**config.mk**
```make
export PLATFORM = sky130hd
export DESIGN_NAME = lsu_bus_arbiter_flat
export DESIGN_NICKNAME = d
export VERILOG_FILES = /design/src/rtl/lsu_bus_arbiter_if.sv /design/src/rtl/lsu_bus_arbiter.sv /design/src/flat_wrapper.sv
export SDC_FILE = /design/constraint.sdc
export NUM_CORES = 1
export LEC_CHECK = 0
export BUFFER_PORTS_ARGS = -buffer_cell sky130_fd_sc_hd__buf_2
export CAP_MARGIN = 10
export CELL_PAD_IN_SITES_DETAIL_PLACEMENT = 1
export CELL_PAD_IN_SITES_GLOBAL_PLACEMENT = 1
export CORE_AREA = 2 2 123 125
export CTS_BUF_LIST = sky130_fd_sc_hd__clkbuf_4
export CTS_CLUSTER_SIZE = 24
export DETAILED_ROUTE_END_ITERATION = 7
export DIE_AREA = 0 0 125 127
export PLACE_DENSITY = 0.79
export SLEW_MARGIN = 0
export SYNTH_ARGS = -nofsm -noshare
export SYNTH_HDL_FRONTEND = slang
export SYNTH_SLANG_ARGS = --single-unit
```
**constraint.sdc**
```tcl
create_clock -name clk -period 2.2 [get_ports clk]
set_input_delay 0.33 -clock clk [delete_from_list [all_inputs] [get_ports clk]]
set_output_delay 0.33 -clock clk [all_outputs]
set_load 0.05 [all_outputs]
```
**src/rtl/lsu_bus_arbiter_if.sv**
```systemverilog
// rtl/lsu_bus_arbiter_if.sv - LSU request/response channel bundle
//
// One LSU channel: a request half (vld/rdy plus wen, rwtyp, addr, wdata)
// and a response half (vld/rdy plus rdata, err).
//   master : the side that issues requests and consumes responses
//   slave  : the side that accepts requests and returns responses
// The downstream AHB-lite side never reports an error, so rsp_err is only
// visible through the slave modport.
interface lsu_bus_arbiter_if;
  logic        req_vld;
  logic        req_rdy;
  logic        req_wen;
  logic [2:0]  req_rwtyp;
  logic [31:0] req_addr;
  logic [31:0] req_wdata;
  logic        rsp_vld;
  logic        rsp_rdy;
  logic [31:0] rsp_rdata;
  logic        rsp_err;

  modport master (
    output req_vld, req_wen, req_rwtyp, req_addr, req_wdata, rsp_rdy,
    input  req_rdy, rsp_vld, rsp_rdata
  );

  modport slave (
    input  req_vld, req_wen, req_rwtyp, req_addr, req_wdata, rsp_rdy,
    output req_rdy, rsp_vld, rsp_rdata, rsp_err
  );
endinterface

```
**src/rtl/lsu_bus_arbiter.sv**
```systemverilog
// rtl/lsu_bus_arbiter.sv - two-master round-robin LSU channel arbiter with timeout
//
// Shares one LSU channel into the AHB-lite master between the core LSU (m0)
// and the UART debug/loader (m1). One transaction in flight at a time.
// Ports:
//   clk, rstn  : clock, asynchronous active-low reset
//   m0, m1     : upstream masters (slave modport of lsu_bus_arbiter_if)
//   s          : downstream channel (master modport of lsu_bus_arbiter_if)
//   arb_busy   : high whenever the arbiter is not idle
//   arb_owner  : index of the currently or most recently granted master
// Parameters:
//   TIMEOUT_CYCLES : response wait limit after the request handshake (2..65535)
//   ERR_RDATA      : read data returned on a timeout abort
module lsu_bus_arbiter #(
  parameter int unsigned TIMEOUT_CYCLES = 1024,
  parameter logic [31:0] ERR_RDATA      = 32'hDEAD_BEEF
) (
  input  logic                    clk,
  input  logic                    rstn,
  lsu_bus_arbiter_if.slave        m0,
  lsu_bus_arbiter_if.slave        m1,
  lsu_bus_arbiter_if.master       s,
  output logic                    arb_busy,
  output logic                    arb_owner
);

  localparam logic [1:0] ST_IDLE = 2'd0;
  localparam logic [1:0] ST_REQ  = 2'd1;
  localparam logic [1:0] ST_RSP  = 2'd2;
  localparam logic [1:0] ST_ERR  = 2'd3;

  localparam logic [15:0] CNT_LAST = 16'(TIMEOUT_CYCLES - 1);

  logic [1:0]  state;
  logic        rr_ptr;
  logic [15:0] to_cnt;

  logic        own_req_vld;
  logic        own_rsp_rdy;
  logic        req_rdy_c;
  logic        rsp_vld_c;
  logic [31:0] rsp_rdata_c;
  logic        rsp_err_c;

  assign own_req_vld = arb_owner ? m1.req_vld : m0.req_vld;
  assign own_rsp_rdy = arb_owner ? m1.rsp_rdy : m0.rsp_rdy;

  // Downstream request fields always follow the registered owner.
  assign s.req_wen   = arb_owner ? m1.req_wen   : m0.req_wen;
  assign s.req_rwtyp = arb_owner ? m1.req_rwtyp : m0.req_rwtyp;
  assign s.req_addr  = arb_owner ? m1.req_addr  : m0.req_addr;
  assign s.req_wdata = arb_owner ? m1.req_wdata : m0.req_wdata;

  assign arb_busy = (state != ST_IDLE);

  always_comb begin
    s.req_vld   = 1'b0;
    s.rsp_rdy   = 1'b0;
    req_rdy_c   = 1'b0;
    rsp_vld_c   = 1'b0;
    rsp_rdata_c = 32'h0;
    rsp_err_c   = 1'b0;
    case (state)
      ST_REQ: begin
        // Dropping req_vld early withdraws the downstream request too.
        s.req_vld = own_req_vld;
        req_rdy_c = s.req_rdy;
      end
      ST_RSP: begin
        s.rsp_rdy   = own_rsp_rdy;
        rsp_vld_c   = s.rsp_vld;
        rsp_rdata_c = s.rsp_rdata;
      end
      ST_ERR: begin
        // Always ready downstream so a late response is drained and dropped.
        s.rsp_rdy   = 1'b1;
        rsp_vld_c   = 1'b1;
        rsp_rdata_c = ERR_RDATA;
        rsp_err_c   = 1'b1;
      end
      default: begin
        s.req_vld = 1'b0;
      end
    endcase
  end

  // The non-owner sees nothing but zeros.
  assign m0.req_rdy   = ~arb_owner & req_rdy_c;
  assign m1.req_rdy   =  arb_owner & req_rdy_c;
  assign m0.rsp_vld   = ~arb_owner & rsp_vld_c;
  assign m1.rsp_vld   =  arb_owner & rsp_vld_c;
  assign m0.rsp_rdata = arb_owner ? 32'h0 : rsp_rdata_c;
  assign m1.rsp_rdata = arb_owner ? rsp_rdata_c : 32'h0;
  assign m0.rsp_err   = ~arb_owner & rsp_err_c;
  assign m1.rsp_err   =  arb_owner & rsp_err_c;

  always_ff @(posedge clk or negedge rstn) begin
    if (!rstn) begin
      state     <= ST_IDLE;
      arb_owner <= 1'b0;
      rr_ptr    <= 1'b0;
      to_cnt    <= 16'h0;
    end else begin
      case (state)
        ST_IDLE: begin
          if (m0.req_vld || m1.req_vld) begin
            // Contention resolves to rr_ptr; otherwise the lone requester wins.
            arb_owner <= (m0.req_vld && m1.req_vld) ? rr_ptr : m1.req_vld;
            state     <= ST_REQ;
          end
        end
        ST_REQ: begin
          if (!own_req_vld) begin
            state <= ST_IDLE;
          end else if (s.req_rdy) begin
            state  <= ST_RSP;
            to_cnt <= 16'h0;
            rr_ptr <= ~arb_owner;
          end
        end
        ST_RSP: begin
          // A response present in the limit cycle beats the timeout, and the
          // counter holds while a response is waiting on the master.
          if (s.rsp_vld) begin
            if (own_rsp_rdy) begin
              state <= ST_IDLE;
            end
          end else if (to_cnt == CNT_LAST) begin
            state <= ST_ERR;
          end else begin
            to_cnt <= to_cnt + 16'd1;
          end
        end
        ST_ERR: begin
          if (own_rsp_rdy) begin
            state <= ST_IDLE;
          end
        end
        default: begin
          state <= ST_IDLE;
        end
      endcase
    end
  end

endmodule

```
**src/flat_wrapper.sv**
```systemverilog
// flat-port wrapper written by rule: the top's interface ports become plain ports
module lsu_bus_arbiter_flat 
#(
  parameter int unsigned TIMEOUT_CYCLES = 1024,
  parameter logic [31:0] ERR_RDATA      = 32'hDEAD_BEEF
)
  (clk, rstn, arb_busy, arb_owner, m0_req_vld, m0_req_wen, m0_req_rwtyp, m0_req_addr, m0_req_wdata, m0_rsp_rdy, m0_req_rdy, m0_rsp_vld, m0_rsp_rdata, m0_rsp_err, m1_req_vld, m1_req_wen, m1_req_rwtyp, m1_req_addr, m1_req_wdata, m1_rsp_rdy, m1_req_rdy, m1_rsp_vld, m1_rsp_rdata, m1_rsp_err, s_req_vld, s_req_wen, s_req_rwtyp, s_req_addr, s_req_wdata, s_rsp_rdy, s_req_rdy, s_rsp_vld, s_rsp_rdata);
  lsu_bus_arbiter_if m0_i ();
  lsu_bus_arbiter_if m1_i ();
  lsu_bus_arbiter_if s_i ();
  input  logic clk;
  input  logic rstn;
  output logic arb_busy;
  output logic arb_owner;
  input wire logic [$bits(m0_i.req_vld)-1:0] m0_req_vld;
  input wire logic [$bits(m0_i.req_wen)-1:0] m0_req_wen;
  input wire logic [$bits(m0_i.req_rwtyp)-1:0] m0_req_rwtyp;
  input wire logic [$bits(m0_i.req_addr)-1:0] m0_req_addr;
  input wire logic [$bits(m0_i.req_wdata)-1:0] m0_req_wdata;
  input wire logic [$bits(m0_i.rsp_rdy)-1:0] m0_rsp_rdy;
  output wire logic [$bits(m0_i.req_rdy)-1:0] m0_req_rdy;
  output wire logic [$bits(m0_i.rsp_vld)-1:0] m0_rsp_vld;
  output wire logic [$bits(m0_i.rsp_rdata)-1:0] m0_rsp_rdata;
  output wire logic [$bits(m0_i.rsp_err)-1:0] m0_rsp_err;
  input wire logic [$bits(m1_i.req_vld)-1:0] m1_req_vld;
  input wire logic [$bits(m1_i.req_wen)-1:0] m1_req_wen;
  input wire logic [$bits(m1_i.req_rwtyp)-1:0] m1_req_rwtyp;
  input wire logic [$bits(m1_i.req_addr)-1:0] m1_req_addr;
  input wire logic [$bits(m1_i.req_wdata)-1:0] m1_req_wdata;
  input wire logic [$bits(m1_i.rsp_rdy)-1:0] m1_rsp_rdy;
  output wire logic [$bits(m1_i.req_rdy)-1:0] m1_req_rdy;
  output wire logic [$bits(m1_i.rsp_vld)-1:0] m1_rsp_vld;
  output wire logic [$bits(m1_i.rsp_rdata)-1:0] m1_rsp_rdata;
  output wire logic [$bits(m1_i.rsp_err)-1:0] m1_rsp_err;
  output wire logic [$bits(s_i.req_vld)-1:0] s_req_vld;
  output wire logic [$bits(s_i.req_wen)-1:0] s_req_wen;
  output wire logic [$bits(s_i.req_rwtyp)-1:0] s_req_rwtyp;
  output wire logic [$bits(s_i.req_addr)-1:0] s_req_addr;
  output wire logic [$bits(s_i.req_wdata)-1:0] s_req_wdata;
  output wire logic [$bits(s_i.rsp_rdy)-1:0] s_rsp_rdy;
  input wire logic [$bits(s_i.req_rdy)-1:0] s_req_rdy;
  input wire logic [$bits(s_i.rsp_vld)-1:0] s_rsp_vld;
  input wire logic [$bits(s_i.rsp_rdata)-1:0] s_rsp_rdata;
  assign m0_i.req_vld = m0_req_vld;
  assign m0_i.req_wen = m0_req_wen;
  assign m0_i.req_rwtyp = m0_req_rwtyp;
  assign m0_i.req_addr = m0_req_addr;
  assign m0_i.req_wdata = m0_req_wdata;
  assign m0_i.rsp_rdy = m0_rsp_rdy;
  assign m0_req_rdy = m0_i.req_rdy;
  assign m0_rsp_vld = m0_i.rsp_vld;
  assign m0_rsp_rdata = m0_i.rsp_rdata;
  assign m0_rsp_err = m0_i.rsp_err;
  assign m1_i.req_vld = m1_req_vld;
  assign m1_i.req_wen = m1_req_wen;
  assign m1_i.req_rwtyp = m1_req_rwtyp;
  assign m1_i.req_addr = m1_req_addr;
  assign m1_i.req_wdata = m1_req_wdata;
  assign m1_i.rsp_rdy = m1_rsp_rdy;
  assign m1_req_rdy = m1_i.req_rdy;
  assign m1_rsp_vld = m1_i.rsp_vld;
  assign m1_rsp_rdata = m1_i.rsp_rdata;
  assign m1_rsp_err = m1_i.rsp_err;
  assign s_req_vld = s_i.req_vld;
  assign s_req_wen = s_i.req_wen;
  assign s_req_rwtyp = s_i.req_rwtyp;
  assign s_req_addr = s_i.req_addr;
  assign s_req_wdata = s_i.req_wdata;
  assign s_rsp_rdy = s_i.rsp_rdy;
  assign s_i.req_rdy = s_req_rdy;
  assign s_i.rsp_vld = s_rsp_vld;
  assign s_i.rsp_rdata = s_rsp_rdata;
  lsu_bus_arbiter #(.TIMEOUT_CYCLES(TIMEOUT_CYCLES), .ERR_RDATA(ERR_RDATA)) u_core (.clk(clk), .rstn(rstn), .m0(m0_i), .m1(m1_i), .s(s_i), .arb_busy(arb_busy), .arb_owner(arb_owner));
endmodule
```
# Word-level counts from Yosys, hierarchy flattened
# Cells that the tools add are included.
[totals]
reg_bits = 20
input_bits = 176
output_inout_bits = 142
wordCells = 59
[op_classes]
addsub = 1
eq_ne = 11
n_mux = 27
n_bitwise = 7
reduce_logical = 9
[ops]
columns = ["cell", "count"]
rows = [
  ["two-way mux 32 bit", 4],
  ["two-way mux 16 bit", 4],
  ["one-hot mux 32 bit (2 select lines)", 1],
  ["one-hot mux 16 bit (2 select lines)", 1],
  ["adder 16 x 1 -> 16 bit, second input constant", 1],
  ["equality test 16 x 10 -> 1 bit, second input constant", 1],
  ["two-way mux 2 bit", 6],
  ["one-hot mux 2 bit (4 select lines)", 1],
  ["two-way mux 1 bit", 7],
  ["AND 1 bit", 6],
  ["!= test 2 bit, second input constant", 3],
  ["AND reduction 3 bit", 2],
  ["AND reduction 5 bit", 1],
  ["equality test 2 bit, second input constant", 2],
  ["!= test 2 x 1 -> 1 bit, second input constant", 2],
  ["one-hot mux 1 bit (2 select lines)", 2],
  ["nonzero test 2 bit", 2],
  ["two-way mux 3 bit", 1],
  ["!= test 3 x 2 -> 1 bit, second input constant", 1],
  ["!= test 3 bit, second input constant", 1],
  ["equality test 2 x 1 -> 1 bit, second input constant", 1],
  ["logical NOT 2 bit", 1],
  ["AND reduction 2 bit", 1],
  ["logical AND 1 bit", 1],
  ["2 further kinds", 2],
]

# Depth between registers and ports, before layout
# Gate-level depths: netlist of the first run.
[logic_depth]
ltp_word = 4
mapped_depth = 6
mapped_depth_nobuf = 5

# Least setup slack after synthesis of the first run
# No wires, ideal clock.
[synth_path]
kind = "flip-flop to flip-flop"
start = "register u_core.arb_owner"
end = "register u_core.state[0]"
setup_ps = 69
arrival_ps = 2549
t_required_ps = 2131
path_slack_ps = -419
path_stages_with_launch = 5
path_buffers = 1
period_less_slack_ps = 2619
cell_sequence = "dfrtp_1 > clkbuf_1 > mux2_2 > nor3b_1 > a22o_1"
[synth_via]
elab_chain_cells = 4
elab_cells_between_ends = 8
cone_classes = "eq/ne: 1; mux: 6; reduce/logical: 1"
[synth_lines]
columns = ["element", "line", "source"]
rows = [
  ["from (decl)", "lsu_bus_arbiter.sv:24", "output logic arb_owner"],
  ["from (signal assigned)", "lsu_bus_arbiter.sv:108", "arb_owner <= (m0.req_vld && m1.req_vld) ? rr_ptr : m1.req_vld;"],
  ["two-way mux 1 bit", "lsu_bus_arbiter.sv:46", "assign own_rsp_rdy = arb_owner ? m1.rsp_rdy : m0.rsp_rdy;"],
  ["two-way mux 2 bit (2 in a row)", "-", ""],
  ["one-hot mux 2 bit (4 select lines)", "lsu_bus_arbiter.sv:104", "case (state)"],
  ["to (signal assigned)", "lsu_bus_arbiter.sv:109", "state <= ST_REQ;"],
  ["to (signal assigned)", "lsu_bus_arbiter.sv:114", "state <= ST_IDLE;"],
  ["to (signal assigned)", "lsu_bus_arbiter.sv:116", "state <= ST_RSP;"],
  ["to (decl)", "lsu_bus_arbiter.sv:34", "logic [1:0] state;"],
]
# Several ways; a longest one is shown, not always the timed one.
# A chain may end at the register's enable or synchronous reset.

# Final worst setup path of the first run
[layout_path]
start = "register u_core.arb_owner"
end = "output m0_rsp_rdata[20]"
[layout_via]
elab_chain_cells = 1
[layout_lines]
columns = ["element", "line", "source"]
rows = [
  ["two-way mux 32 bit", "lsu_bus_arbiter.sv:92", "assign m0.rsp_rdata = arb_owner ? 32'h0 : rsp_rdata_c;"],
  ["to (decl)", "flat_wrapper.sv:23", "output wire logic [$bits(m0_i.rsp_rdata)-1:0] m0_rsp_rdata;"],
]
# Every way passes these cells.

==> run_results.csv, run 1 <==
group,metric,value,unit
sta,tns,0,ps
finish,final_cell_mix,"285 x buf_2, 81 x nor2_1, 69 x mux2_2, 30 x buf_4, 28 x nand2_1",
finish,layout_commonest_cell,"buf_2",
min_path,worstHoldStart,"m0_req_vld",
yosys,synth_edf_count,0,
yosys,yosys_warnings,0,
pwr,intPower,2.30,mW
finish,final_core_util,32.4,%
place,routabilityCongestion,0.935,
clocking,clk_pin_slew,120,ps
route,wire_per_inst,22.1,um
pwr,power.density,1470,nW/um2
critical_path,critPathArrivalTime,1820,ps
clocking,cts_inserted_buffers,3,
yosys,yosys_most_used_dff,"dfrtp_1",
global_routing,top_usage_layer,"met2",
yosys,async_flop_share,100,%
pwr,power_leakage,2.58,nW
yosys,yosys.area.top_type,"mux2_2",
sta,worstMarginPinSlew,818,ps
global_routing,overflow,0,
route,first_pass_iters,4,
global_routing,gr-usage-met2,40.1,%
sta,maxSlewViolCount,0,
place,dp_hpwl,15.9,mm
critical_path,rr_worst_depth,4,
sta,max_freq,0.466,GHz
global_routing,grt_max_degree,33,
floorplanning,num_rows,44,
yosys,avgSynthCellArea,7.59,um2
min_path,hp-class,"in2reg",
critical_path,worstPathRequired,1870,ps
critical_path,crit_cells,4,
sta,hold_viol,0,
sta,min_period_over_period,97.5,%
critical_path,slowest_stage,"dfrtp_4",
yosys,ys_top_cells_by_area,"mux2_2 30%, dfrtp_1 20%, nor2_1 12%",
global_routing,grt_pass1_vias,4134,
sta,period_needed,2150,ps
pwr,ir_drop,0.764,mV
yosys,ys_seq_area_share,19.6,%
critical_path,criticalPathCategory,"reg2out",
yosys,synth_area,2550,um2
pwr,p_seq_share,10.6,%
critical_path,crit_path_end_kind,"output pin",
sta,setup_viol,0,
yosys,synth_seq_cells,20,
clocking,tritoncts,"done",
outcome,status,"finished, final reports clean",
finish,drive_gt1_share,65.3,%
clocking,cts_root_buffer,"clkbuf_4",
pwr,clockPowerShare,2.8,%
yosys,syn_inst,336,
critical_path,critPathMaxFanout,32,
critical_path,max_stage_delay,550,ps
critical_path,critical_path.cell_chain,"bufbuf_16, nor2b_4, and2_1, buf_6",
route,drt_iter0_drc,128,
global_routing,grt.total_usage,21.8,%
floorplanning,die_h,127,um
yosys,syn_nets,513,
route,antenna_left,0,
floorplanning,dieWidth,125,um
finish,nNetsFinal,827,
route,vias_per_cell,4.66,
place,dp.cells,827,
pwr,switching_share,66.4,%
pwr,p_sw,4.55,mW
yosys,synthDistinctLibCells,49,
route,vias,3883,
finish,fin_cells,833,
critical_path,r2r_slack,250,ps
critical_path,cpLargestDelayFamily,"flip-flops",
sta,skew,1.57,ps
min_path,holdPathStages,2,
pwr,p_comb_share,86.5,%
clocking,cts_buffer_depth,2,
global_routing,use_met3,5.11,%
clocking,cts_setup_buffers,0,
sta,slew_headroom,45.2,%
floorplanning,core,14400,um2
floorplanning,start_util,17.7,%
critical_path,worstReg2RegEnd,"u_core.to_cnt[1]",
floorplanning,dieArea,15900,um2
finish,areaGrowthSynthToFinish,82.9,%
place,place.port_buffers,317,
global_routing,antenna_found_initial,0,
clocking,clock_sinks,20,
clocking,insertion_delay,310,ps
flow_run,drv_cap,0,
route,drc,0,
floorplanning,pin_count,318,
critical_path,start_kind,"flop",
route,drt_wl_total,18.4,mm
critical_path,r2r_start,"u_core.arb_owner",
finish,n_antenna_cell,0,
clocking,htreeDepth,1,
yosys,synth_top_area_share,30.5,%
sta,rsz0062_at_grt,"true",
global_routing,grt_use_met1,23.2,%
global_routing,grt_pass1_wl,26.0,mm
min_path,hold_path_end,"u_core.arb_owner",
critical_path,crit_buf_inv,2,
-- sequential cells by signal, indices dropped and copies added, names as in the netlist --
name              count
u_core.to_cnt        16
u_core.rr_ptr         1
u_core.state          2
u_core.arb_owner      1
-- worst max path at each step --
stage	from	end	slack [ps]
finish	u_core.arb_owner	m0_rsp_rdata[20]	50
detailed placement	u_core.arb_owner	u_core.to_cnt[12]	-20
floorplan	u_core.arb_owner	m1_rsp_rdata[10]	-210
CTS	u_core.arb_owner	s_req_addr[4]	0.02
global route	u_core.arb_owner	m0_rsp_rdata[20]	-30
global placement	u_core.arb_owner	u_core.to_cnt[12]	50
-- cell type report --
class / count / area [um2]
clock buffer: 3 / 22.5
sequential: 20 / 505
tap: 184 / 230
clock inverter: 1 / 3.75
fill: 1864 / 9760
inverter: 5 / 18.8
multi-input combinational: 284 / 1950
timing repair buffer: 336 / 1930
-- repair_timing --
action | CTS | global route
gates resized for setup | 37 | 21
hold buffers | 1 | 0
endpoints found under the hold margin | 20 | 0
setup endpoints to repair | 54 | 54
gates cloned | 1 | 0
-- through the flow --
| stage | instance area [um2] | worst slack, ps | hold WS (ps) | power (mW) |
|---|---|---|---|---|
| 2_1_floorplan | 2560 | -209 | 34.4 | 4.74 |
| 3_3_place_gp | 4420 | 46.4 | 322 | 6.39 |
| 3_5_place_dp | 4420 | -22.8 | 323 | 6.41 |
| 4_1_cts | 4590 | 0.0226 | 218 | 6.82 |
| 5_1_grt | 4670 | -27.2 | 238 | 7.18 |
| 6_report | 4670 | 54.9 | 224 | 6.85 |
-- cell families (layout without fill, tap and decap cells) --
family / Yosys count / count (layout) / synth area share, %
AND/OR/NAND/NOR: 174 / 174 / 33.2
multiplexers: 71 / 71 / 31.2
AO/OA/AOI/OAI: 38 / 38 / 10.3
buffers and inverters: 32 / 345 / 5.15
flip-flops: 20 / 20 / 19.6
adder cells (fa/ha/maj): 1 / 1 / 0.490
-- cell usage after synthesis (5+ instances only) --
cell type and number:
o21ai_0 7, nand3_1 12, clkbuf_1 20, and3_1 9, dfrtp_1 20, nor2_1 83
buf_2 5, and2_1 9, and4_1 5, inv_1 5, nor4_1 5, mux2_2 69
o211ai_1 7, nand2_1 28, a21oi_1 7
-- power by group through the flow --
| stage | Clock (mW) | Combinational [mW] | Sequential (mW) |
|---|---|---|---|
| final | 0.194 | 5.93 | 0.729 |
| after global routing | 0.215 | 6.21 | 0.758 |
| after CTS | 0.201 | 5.90 | 0.723 |
| after detailed placement | 0 | 5.70 | 0.712 |
| after global placement | 0 | 5.68 | 0.707 |
| after floorplan | 0 | 4.07 | 0.671 |
-- metal layers --
metal / vias up / share of wire [%]
li1: 1815 / -
met1: 1854 / 36
met2: 180 / 51
met3: 34 / 6.5
met4: 0 / 6.7
met5: - / 0
-- worst register-to-register path, delay by kind of cell (launching register included) --
family	cells	cell delay [ps]
AOI/OAI and AO/OA	3	990
DFF	1	490
muxes	1	380
No activity file was read; power rests on OpenSTA's default activity.
==> run 2, diff against run 1 <==
--- a/config.mk
+++ b/config.mk
@@ -14,7 +14,9 @@
 export CTS_CLUSTER_SIZE = 24
 export DETAILED_ROUTE_END_ITERATION = 7
 export DIE_AREA = 0 0 125 127
-export PLACE_DENSITY = 0.79
+export MAX_ROUTING_LAYER = met4
+export PLACE_DENSITY_LB_ADDON = 0.1
+export RECOVER_POWER = 25
 export SLEW_MARGIN = 0
 export SYNTH_ARGS = -nofsm -noshare
 export SYNTH_HDL_FRONTEND = slang
==> run_results.csv, run 2 (synthesis results as in run 1) <==
group,metric,value,unit
floorplanning,core,14400,um2
sta,hold_viol,0,
pwr,ir_drop,0.626,mV
critical_path,criticalPathCategory,"reg2out",
global_routing,grt_max_degree,49,
global_routing,antenna_found_initial,4,
pwr,total_power,6.60,mW
route,drc,0,
sta,tns,0,ps
route,vias,3751,
global_routing,grt.total_usage,19.1,%
route,antenna_left,0,
sta,rsz0062_at_grt,"true",
route,vias_per_cell,4.50,
pwr,power_leakage,2.55,nW
global_routing,overflow,0,
sta,maxSlewViolCount,0,
floorplanning,dieArea,15900,um2
clocking,tritoncts,"done",
finish,fin_cells,834,
route,first_pass_iters,4,
global_routing,grt_pass1_wl,23.4,mm
sta,skew,2.12,ps
clocking,cts_inserted_buffers,3,
sta,period_needed,2170,ps
pwr,power.density,1430,nW/um2
critical_path,max_stage_delay,540,ps
finish,fillerInstances,1855,
critical_path,slowest_stage,"dfrtp_4",
place,place.port_buffers,317,
sta,finalWorstSetupSlack,34.1,ps
finish,regArea,504,um2
floorplanning,dieWidth,125,um
route,drt_wl_total,16.1,mm
finish,top_regs,"u_core.to_cnt: 16 flops, u_core.state: 2 flops",
clocking,insertion_delay,310,ps
place,pre_cts_ws,10.5,ps
critical_path,critPathMaxFanout,25,
outcome,status,"finished, final reports clean",
critical_path,critPathArrivalTime,1840,ps
place,routabilityCongestion,1.02,
place,dp_hpwl,13.3,mm
finish,areaGrowthSynthToFinish,81.3,%
global_routing,grt_pass1_vias,4053,
sta,min_period_over_period,98.4,%
clocking,htreeDepth,1,
floorplanning,start_util,17.7,%
floorplanning,die_h,127,um
finish,final_cell_mix,"294 x buf_2, 76 x nor2_1, 69 x mux2_2, 28 x nand2_1, 19 x dfrtp_1",
clocking,clk_pin_slew,130,ps
place,dp.cells,823,
critical_path,critical_path.cell_chain,"buf_16, nand2b_1, buf_6, nor2_1, buf_2",
finish,largest_reg_flops,16,
clocking,cts_setup_buffers,0,
sta,max_freq,0.462,GHz
floorplanning,pin_count,318,
finish,nNetsFinal,824,
clocking,cts_buffer_depth,2,
critical_path,crit_path_end_kind,"output pin",
flow_run,drv_cap,0,
clocking,cts_root_buffer,"clkbuf_4",
finish,top_register,"u_core.to_cnt",
route,wire_per_inst,19.4,um
sta,holdWs,225,ps
critical_path,worstPathRequired,1870,ps
clocking,clock_sinks,20,
critical_path,cpLargestDelayFamily,"buffers and inverters",
finish,multi_input_area,1960,um2
sta,worstMarginPinSlew,1230,ps
finish,drive_gt1_share,65.3,%
sta,setup_viol,0,
critical_path,start_kind,"flop",
sta,slew_headroom,18.2,%
min_path,hp-class,"in2reg",
floorplanning,num_rows,44,
finish,layout_commonest_cell,"buf_2",
critical_path,crit_buf_inv,3,
route,drt_iter0_drc,113,
[run 2: cell types whose count changed in the layout (fill, tap and decap cells not counted), sizes merged]
cell and delta:
bufbuf -1, buf -11, clkinv -1, clkbuf +10, diode +4
[run 2: final timing paths]
| check | start | end | slack [ps] | cells past startpoint |
|---|---|---|---|---|
| worst max-delay path | u_core.arb_owner | m0_rsp_rdata[16] | 30 | 5 |
| worst min-delay path | m0_req_vld | u_core.arb_owner | 230 | 2 |
| worst max register to register | u_core.to_cnt[12] | u_core.to_cnt[13] | 240 | 4 |
| worst min register to register | u_core.rr_ptr | u_core.rr_ptr | 530 | 2 |
| max in group asynchronous | rstn | u_core.arb_owner | 540 | 2 |
| min in group asynchronous | rstn | u_core.to_cnt[15] | 790 | 2 |
[run 2: repair_timing]
| action | in CTS | in global routing |
|---|---|---|
| setup endpoints to repair | 131 | 78 |
| cloned | 0 | 2 |
| hold buffers | 1 | 0 |
| resized for setup | 13 | 45 |
| hold endpoints to repair | 20 | 0 |
[run 2: power breakdown]
part / switching [mW] / total (mW) / internal [mW] / leakage (nW)
Combinational: 3.99 / 5.67 / 1.68 / 2.27
Sequential: 0.201 / 0.712 / 0.511 / 0.264
Clock: 0.131 / 0.214 / 0.0831 / 0.0184
Total: 4.33 / 6.60 / 2.27 / 2.55
[run 2: final cells by class]
type	instances	share of cell area, %
Antenna cell	4	0.216
Clock buffer	4	0.649
Tap cell	184	4.98
Inverter	5	0.406
Sequential cell	20	10.9
Timing Repair Buffer	333	40.6
Multi-Input combinational cell	284	42.3
[run 2: metrics by stage]
stage / area (um2) / util [%]
2_1_floorplan: 2560 / -
3_3_place_gp: 4380 / 30.3
3_5_place_dp: 4380 / 30.3
4_1_cts: 4460 / 30.9
5_1_grt: 4620 / 32.1
6_report: 4620 / 32.1
[run 2: layer usage]
layer	global-route usage (%)	part of all wire [%]	vias up
met5	-	0	-
met4	3.33	1.2	0
met3	3.89	6.1	10
met2	36.1	55	144
met1	21.0	38	1784
li1	-	-	1813
==> run 3, diff against run 2 <==
--- a/config.mk
+++ b/config.mk
@@ -14,6 +14,7 @@
 export CTS_CLUSTER_SIZE = 24
 export DETAILED_ROUTE_END_ITERATION = 7
 export DIE_AREA = 0 0 125 127
+export GPL_TIMING_DRIVEN = 0
 export MAX_ROUTING_LAYER = met4
 export PLACE_DENSITY_LB_ADDON = 0.1
 export RECOVER_POWER = 25
@@ -21,3 +22,4 @@
 export SYNTH_ARGS = -nofsm -noshare
 export SYNTH_HDL_FRONTEND = slang
 export SYNTH_SLANG_ARGS = --single-unit
+export TNS_END_PERCENT = 100
==> run_results.csv, run 3 (synthesis results as in run 1) <==
group,metric,value,unit
finish,areaGrowthSynthToFinish,80.5,%
clocking,clock_sinks,20,
critical_path,crit_buf_inv,3,
pwr,total_power,6.63,mW
place,place.port_buffers,317,
global_routing,antenna_found_initial,1,
critical_path,worstPathRequired,1870,ps
route,route.top_layer_used,"met4",
finish,top_regs,"u_core.to_cnt: 16 flops, u_core.state: 2 flops",
critical_path,max_stage_delay,440,ps
outcome,status,"finished, final reports clean",
floorplanning,pin_count,318,
global_routing,grt_pass1_vias,4127,
pwr,clockPowerShare,4.8,%
finish,top_register,"u_core.to_cnt",
sta,max_freq,0.477,GHz
pwr,p_comb_share,84.5,%
floorplanning,dieArea,15900,um2
route,antenna_left,0,
sta,min_period_over_period,95.3,%
global_routing,overflow,0,
min_path,hp-class,"in2reg",
sta,rsz0062_at_grt,"false",
route,wl_met1,6.11,mm
place,routabilityCongestion,0.898,
critical_path,criticalPathCategory,"reg2out",
finish,final_core_util,31.9,%
place,pre_cts_ws,-369,ps
clocking,insertion_delay,320,ps
pwr,ir_drop,0.570,mV
finish,largest_reg_flops,16,
route,vias_per_cell,4.53,
floorplanning,die_h,127,um
clocking,htreeDepth,1,
route,met3_wirelength,1.09,mm
sta,setup_viol,0,
route,vias,3814,
floorplanning,num_rows,44,
sta,tns,0,ps
critical_path,critical_path.cell_chain,"buf_4, clkbuf_2, mux2_2, buf_2",
floorplanning,core,14400,um2
critical_path,critPathArrivalTime,1770,ps
finish,fillerInstances,1901,
global_routing,grt_max_degree,21,
route,drt_iter0_drc,148,
route,route.met2.wl,8.47,mm
route,wire_per_inst,19.0,um
finish,drive_gt1_share,64.5,%
route,drt_wl_total,16.0,mm
sta,finalWorstSetupSlack,104,ps
route,drc,0,
finish,multi_input_area,1940,um2
clocking,cts_buffer_depth,2,
flow_run,drv_cap,0,
sta,worstMarginPinSlew,1170,ps
pwr,p_sw,4.33,mW
finish,regArea,502,um2
critical_path,cpLargestDelayFamily,"buffers and inverters",
clocking,cts_root_buffer,"clkbuf_4",
sta,maxSlewViolCount,0,
clocking,tritoncts,"done",
critical_path,slowest_stage,"dfrtp_2",
clocking,clk_pin_slew,140,ps
sta,hold_viol,0,
floorplanning,start_util,17.7,%
sta,slew_headroom,22.0,%
pwr,p_seq_share,10.7,%
sta,skew,11.8,ps
global_routing,grt.total_usage,19.4,%
floorplanning,dieWidth,125,um
pwr,power.density,1440,nW/um2
place,dp_hpwl,14.0,mm
route,first_pass_iters,5,
clocking,cts_inserted_buffers,3,
finish,nNetsFinal,835,
finish,final_cell_mix,"267 x buf_2, 83 x nor2_1, 68 x mux2_2, 43 x buf_4, 27 x nand2_1",
critical_path,crit_path_end_kind,"output pin",
global_routing,grt_pass1_wl,23.5,mm
finish,layout_commonest_cell,"buf_2",
critical_path,critPathMaxFanout,10,
sta,period_needed,2100,ps
finish,fin_cells,842,
pwr,switching_share,65.4,%
pwr,power_leakage,2.55,nW
place,dp.cells,837,
critical_path,start_kind,"flop",
pwr,intPower,2.29,mW
run 3: cell types whose count changed in the layout (fill, tap and decap cells not counted), sizes merged:
| cell | previous run | this run |
|---|---|---|
| buf | 323 | 312 |
| bufinv | 0 | 1 |
| clkbuf | 13 | 34 |
| diode | 4 | 1 |
run 3: final timing paths:
kind	startpoint	endpoint	slack, ps	cells after the start
max in group asynchronous	rstn	u_core.arb_owner	680	2
min reg2reg	u_core.rr_ptr	u_core.rr_ptr	540	2
min	m0_req_vld	u_core.arb_owner	220	2
max	u_core.arb_owner	s_req_wdata[3]	100	4
min in group asynchronous	rstn	u_core.to_cnt[8]	750	2
max reg2reg	u_core.to_cnt[12]	u_core.to_cnt[13]	170	4
run 3: power by group through the flow:
stage          sequential (mW)  combinational [mW]  clock, mW
6_report                 0.710                5.60      0.318
5_1_grt                  0.752                5.91      0.347
4_1_cts                  0.696                5.65      0.334
3_5_place_dp             0.692                5.47          0
3_3_place_gp             0.687                5.43          0
2_1_floorplan            0.671                4.07          0
run 3: through the flow:
stage | hold slack (ps) | cell area, um2
after global placement | 332 | 4380
after global routing | 203 | 4610
final | 224 | 4610
after CTS | 203 | 4590
after detailed placement | 334 | 4380
after floorplan | 34.4 | 2560
run 3: final cells by class:
class / instances / share of cell area [%]
plain buffers: 24 / 3.34
flip-flops and latches: 20 / 10.9
diodes: 1 / 0.0543
multi-input cells: 284 / 42.1
well taps: 184 / 5.00
clock inverters: 1 / 0.652
inverters: 5 / 0.407
clock buffers: 3 / 0.489
repair buffers: 320 / 37.0
run 3: repair_timing:
item,CTS,global route
cloned,0,0
endpoints found under the setup margin,147,119
hold buffers,1,0
endpoints found under the hold margin,20,0
resized for setup,62,17
buffers inserted,2,0
pin swaps,0,0
run 3: layer usage:
layer | global-route usage [%] | up-vias
met4 | 4.51 | 0
met1 | 20.7 | 1804
met5 | - | -
met2 | 36.1 | 162
met3 | 4.86 | 18
li1 | - | 1830
